[src/rtl/instr_fetch_unit.sv]
// Instruction fetch front end: program counter, combinational imem addressing and a
// 2-entry {pc, instr} buffer feeding decode, with redirect and illegal-address halt.
module instr_fetch_unit #(
  parameter logic [31:0] RESET_PC  = 32'h0000_0000,
  parameter int unsigned MEM_WORDS = 1024
) (
  input  logic        clk,
  input  logic        reset,
  output logic [31:0] imem_addr,
  input  logic [31:0] imem_instr,
  input  logic        redirect_valid,
  input  logic [31:0] redirect_pc,
  output logic        out_valid,
  input  logic        out_ready,
  output logic [31:0] out_instr,
  output logic [31:0] out_pc,
  output logic        fetch_fault
);

  typedef enum logic [0:0] {StFetch, StHalt} state_e;

  state_e      state_q, state_d;
  logic [31:0] pc_q, pc_d;
  logic [31:0] pc0_q, pc0_d, ins0_q, ins0_d;
  logic [31:0] pc1_q, pc1_d, ins1_q, ins1_d;
  logic [1:0]  count_q, count_d;
  logic        fault_q, fault_d;
  logic [1:0]  wr_idx;
  logic        pop, legal, fetch, push;

  assign imem_addr   = {2'b00, pc_q[31:2]};
  assign out_valid   = (count_q != 2'd0);
  assign out_instr   = ins0_q;
  assign out_pc      = pc0_q;
  assign fetch_fault = fault_q;

  assign pop   = out_valid & out_ready;
  assign legal = (pc_q[1:0] == 2'b00) && ({2'b00, pc_q[31:2]} < MEM_WORDS);
  assign fetch = (state_q == StFetch) && ((count_q != 2'd2) || pop) && !redirect_valid;
  assign push  = fetch & legal;

  always_comb begin
    state_d = state_q;
    pc_d    = pc_q;
    pc0_d   = pc0_q;
    ins0_d  = ins0_q;
    pc1_d   = pc1_q;
    ins1_d  = ins1_q;
    count_d = count_q;
    fault_d = fault_q;
    wr_idx  = count_q - {1'b0, pop};

    if (redirect_valid) begin
      // The popped head (if any) is already owned by decode; everything else is flushed.
      count_d = 2'd0;
      pc_d    = redirect_pc;
      state_d = StFetch;
      fault_d = 1'b0;
    end else begin
      if (pop) begin
        pc0_d  = pc1_q;
        ins0_d = ins1_q;
      end
      if (push) begin
        if (wr_idx == 2'd0) begin
          pc0_d  = pc_q;
          ins0_d = imem_instr;
        end else begin
          pc1_d  = pc_q;
          ins1_d = imem_instr;
        end
        pc_d = pc_q + 32'd4;
      end else if (fetch) begin
        state_d = StHalt;
        fault_d = 1'b1;
      end
      count_d = count_q - {1'b0, pop} + {1'b0, push};
    end
  end

  always_ff @(posedge clk or posedge reset) begin
    if (reset) begin
      state_q <= StFetch;
      pc_q    <= RESET_PC;
      pc0_q   <= 32'h0;
      ins0_q  <= 32'h0;
      pc1_q   <= 32'h0;
      ins1_q  <= 32'h0;
      count_q <= 2'd0;
      fault_q <= 1'b0;
    end else begin
      state_q <= state_d;
      pc_q    <= pc_d;
      pc0_q   <= pc0_d;
      ins0_q  <= ins0_d;
      pc1_q   <= pc1_d;
      ins1_q  <= ins1_d;
      count_q <= count_d;
      fault_q <= fault_d;
    end
  end

endmodule

[config.mk]
export PLATFORM = sky130hd
export DESIGN_NAME = instr_fetch_unit
export DESIGN_NICKNAME = d
export VERILOG_FILES = /design/src/rtl/instr_fetch_unit.sv
export SDC_FILE = /design/constraint.sdc
export NUM_CORES = 1
export LEC_CHECK = 0
export CAP_MARGIN = 20
export CORE_MARGIN = 2
export CORE_UTILIZATION = 53
export DETAILED_ROUTE_END_ITERATION = 6
export GPL_TIMING_DRIVEN = 0
export PLACE_DENSITY = 0.85
export SYNTH_ARGS = -nofsm -noshare
export SYNTH_HDL_FRONTEND = slang
export SYNTH_SLANG_ARGS = --single-unit
[constraint.sdc]
create_clock -name clk -period 10 [get_ports clk]
set_input_delay 2 -clock clk [delete_from_list [all_inputs] [get_ports clk]]
set_output_delay 2 -clock clk [all_outputs]
set_load 0.05 [all_outputs]
==> impl_metrics.ini <==
[run_status]
status = complete, no violations

[min_path]
hold_class = reg2reg
min-delay-start = pc1_q[1]
hold_end = out_pc[1]
hold_depth = 1

[global_routing]
grt_pass1_wl_mm = 27.7
grt_overflow = 0
grt_max_degree = 93
antenna_found_initial = 0
grt_usage_pct = 25.3
grt_pass1_vias = 5220

[setup_path]
arrival_ns = 4.26
rrSetupSlack_ns = 7.32
critPathLaunchType = input port
reg2regPathDepth = 10
rr_endpoint = out_pc[9]
worst_ep_required_time_ns = 10.30
crit_fanout = 10
cp-end-kind = flop
worstReg2RegStart = count_q[1]
critPathKind = in2reg

[detailed_routing]
dr.max_layer_used = met4
ant_nets = 0
wl_per_cell_um = 19.1
wl_met3_mm = 1.01
drc_errors = 0
wl_met2_mm = 8.38
drtPass1Iterations = 4
wl_met1_mm = 7.15
routed_wl_mm = 16.8
drtIter0Drc = 378
avgViaCountPerCell = 5.71
vias = 5005

[sta]
fmax_ghz = 0.252
layout_min_cycle_time_ns = 3.96
setup_viol = 0
grt_setup_unrepaired = false
hold_violations = 0
skew_ns = 0.00867
fin_setup_tns_ns = 0
slew_violations = 0
tightest_slew_ns = 0.838
min_period_over_period_pct = 39.6
slew_headroom_pct = 44.1

[placed_design]
gp_congestion = 0.796
place_inst = 845
hpwlAfterDp_mm = 11.5
portBuffers = 162

[synthesis]
synth.most_common_cell = dfrtp_1
syn_inst = 509
synth_edf_count = 0
synthArstFlopShare_pct = 100
ys_types = 41
yosys.area.top_type = dfrtp_1
ys_seq_elements = 163
synth_area_leaders = dfrtp_1 (60%), mux2_2 (10%), buf_4 (4.1%), o221a_2 (3.6%), a221o_1 (3.5%)
ys_seq_area_share_pct = 59.6
syn_area_mm2 = 0.00684
avgSynthCellArea_um2 = 13.4
yosysTopAreaCellShare_pct = 59.6
netlist_top_cells_count = dfrtp_1 (163), mux2_2 (62), buf_4 (37)
synth_top_flop_cell = dfrtp_1
yosysWarnings = 0

[clock_network]
cts_buffer_depth = 2
htree_levels = 4
post_cts_buffers = 0
hold_buffers = 0
cts_tree = built
cts_resized = 0
insertion_delay_ns = 0.42
clk_pin_slew_worst_paths_ns = 0.06
cts.sinks = 163
cts_root_buffer = clkbuf_16
cts_buffers = 17

[job]
drv_cap = 0

[die]
core_mm2 = 0.0126
die_w_um = 118
dieHeight_um = 118
num_rows = 41
ios = 166
initial_core_util_pct = 54.2
fp.dieArea_mm2 = 0.0138

[finish]
finalNetCount = 763
antennaDiodeCount = 0
area_growth_syn_to_layout_pct = 35.8
drive_gt1_share_pct = 26.1
final_cell_count_no_fill = 877
final_util_pct = 73.6

[power_and_ir_drop]
power_density_mw_per_mm2 = 209
p_leak_uw = 0.00437
peakVddDrop_mv = 0.121
## worst max-delay path by stage
stage | from | to | slack (ns) | cells after the start
after detailed placement | out_ready | out_instr[31] | 5.63 | 10
after global placement | reset | out_pc[27] | 1.73 | 2
after global routing | out_ready | out_instr[14] | 5.85 | 10
after CTS | out_ready | out_pc[9] | 6.07 | 10
final | out_ready | out_pc[9] | 6.04 | 10
after floorplan | reset | count_q[0] | 3.60 | 1
## critical path, cell delays in order
cell and delay, ns:
clkdlybuf4s50_1 0.42, nand2_1 0.11, inv_1 0.06, ha_1 0.18, xnor2_1 0.20, and2_1 0.23
nand3_1 0.26, buf_2 0.29, buf_2 0.22, o221a_2 0.29
## registers in the layout, indices dropped and copies added (netlist names)
signal,count
pc_q,32
out_instr,32
pc1_q,32
count_q,2
fetch_fault,1
out_pc,32
ins1_q,32
## kinds of logic after synthesis
family	count (synthesis)	share of synthesized area (%)
buf+inv	72	6.77
xor+xnor	5	0.640
fa+ha+maj	3	0.549
other cells	1	0.0548
mux	65	10.6
simple gates	119	10.5
flops	163	59.6
compound gates	81	11.2
## stage by stage
stage / total power [uW] / worst slack (ns) / cell area (um^2) / hold WS, ns
after floorplan: 1130 / 3.60 / 6850 / 0.465
after global placement: 1300 / 1.73 / 8680 / 0.480
after detailed placement: 1310 / 5.63 / 8710 / 0.480
after CTS: 1950 / 6.07 / 9290 / 0.496
after global routing: 2020 / 5.85 / 9290 / 0.514
final: 1940 / 6.04 / 9290 / 0.496
## power breakdown
part	switching [uW]	internal (uW)
clock	261	375
sequential	42.1	719
combinational	319	224
total	622	1320
## per-layer routing
layer / up-vias / global-route usage, %
met5: - / 0
met2: 223 / 41.0
met4: 0 / 8.73
met1: 2553 / 33.9
met3: 22 / 5.62
li1: 2207 / -
## placed cells by master, fill, tap and decap left out, drive strengths merged, types with 3 or more instances in the layout
cell,n
a221o,24
a22o,22
and3,21
buf,59
clkbuf,27
clkdlybuf4s50,162
clkinv,6
clkinvlp,3
dfrtp,163
ha,3
inv,8
mux2,62
mux2i,3
nand2,13
nand3,7
nor2,9
nor2b,23
nor3,7
nor4,8
o21ai,7
o221a,22
or2,4
or3,22
xnor2,4
## area by class of cell
cell class	instances	area (um^2)
multi-input combinational	275	2300
sequential	163	4080
inverter	7	31.3
clock inverter	12	133
timing repair buffer	163	1650
fill	871	3330
buffer	65	437
clock buffer	20	447
tap	172	215
Power figures use the tool's default switching activity.
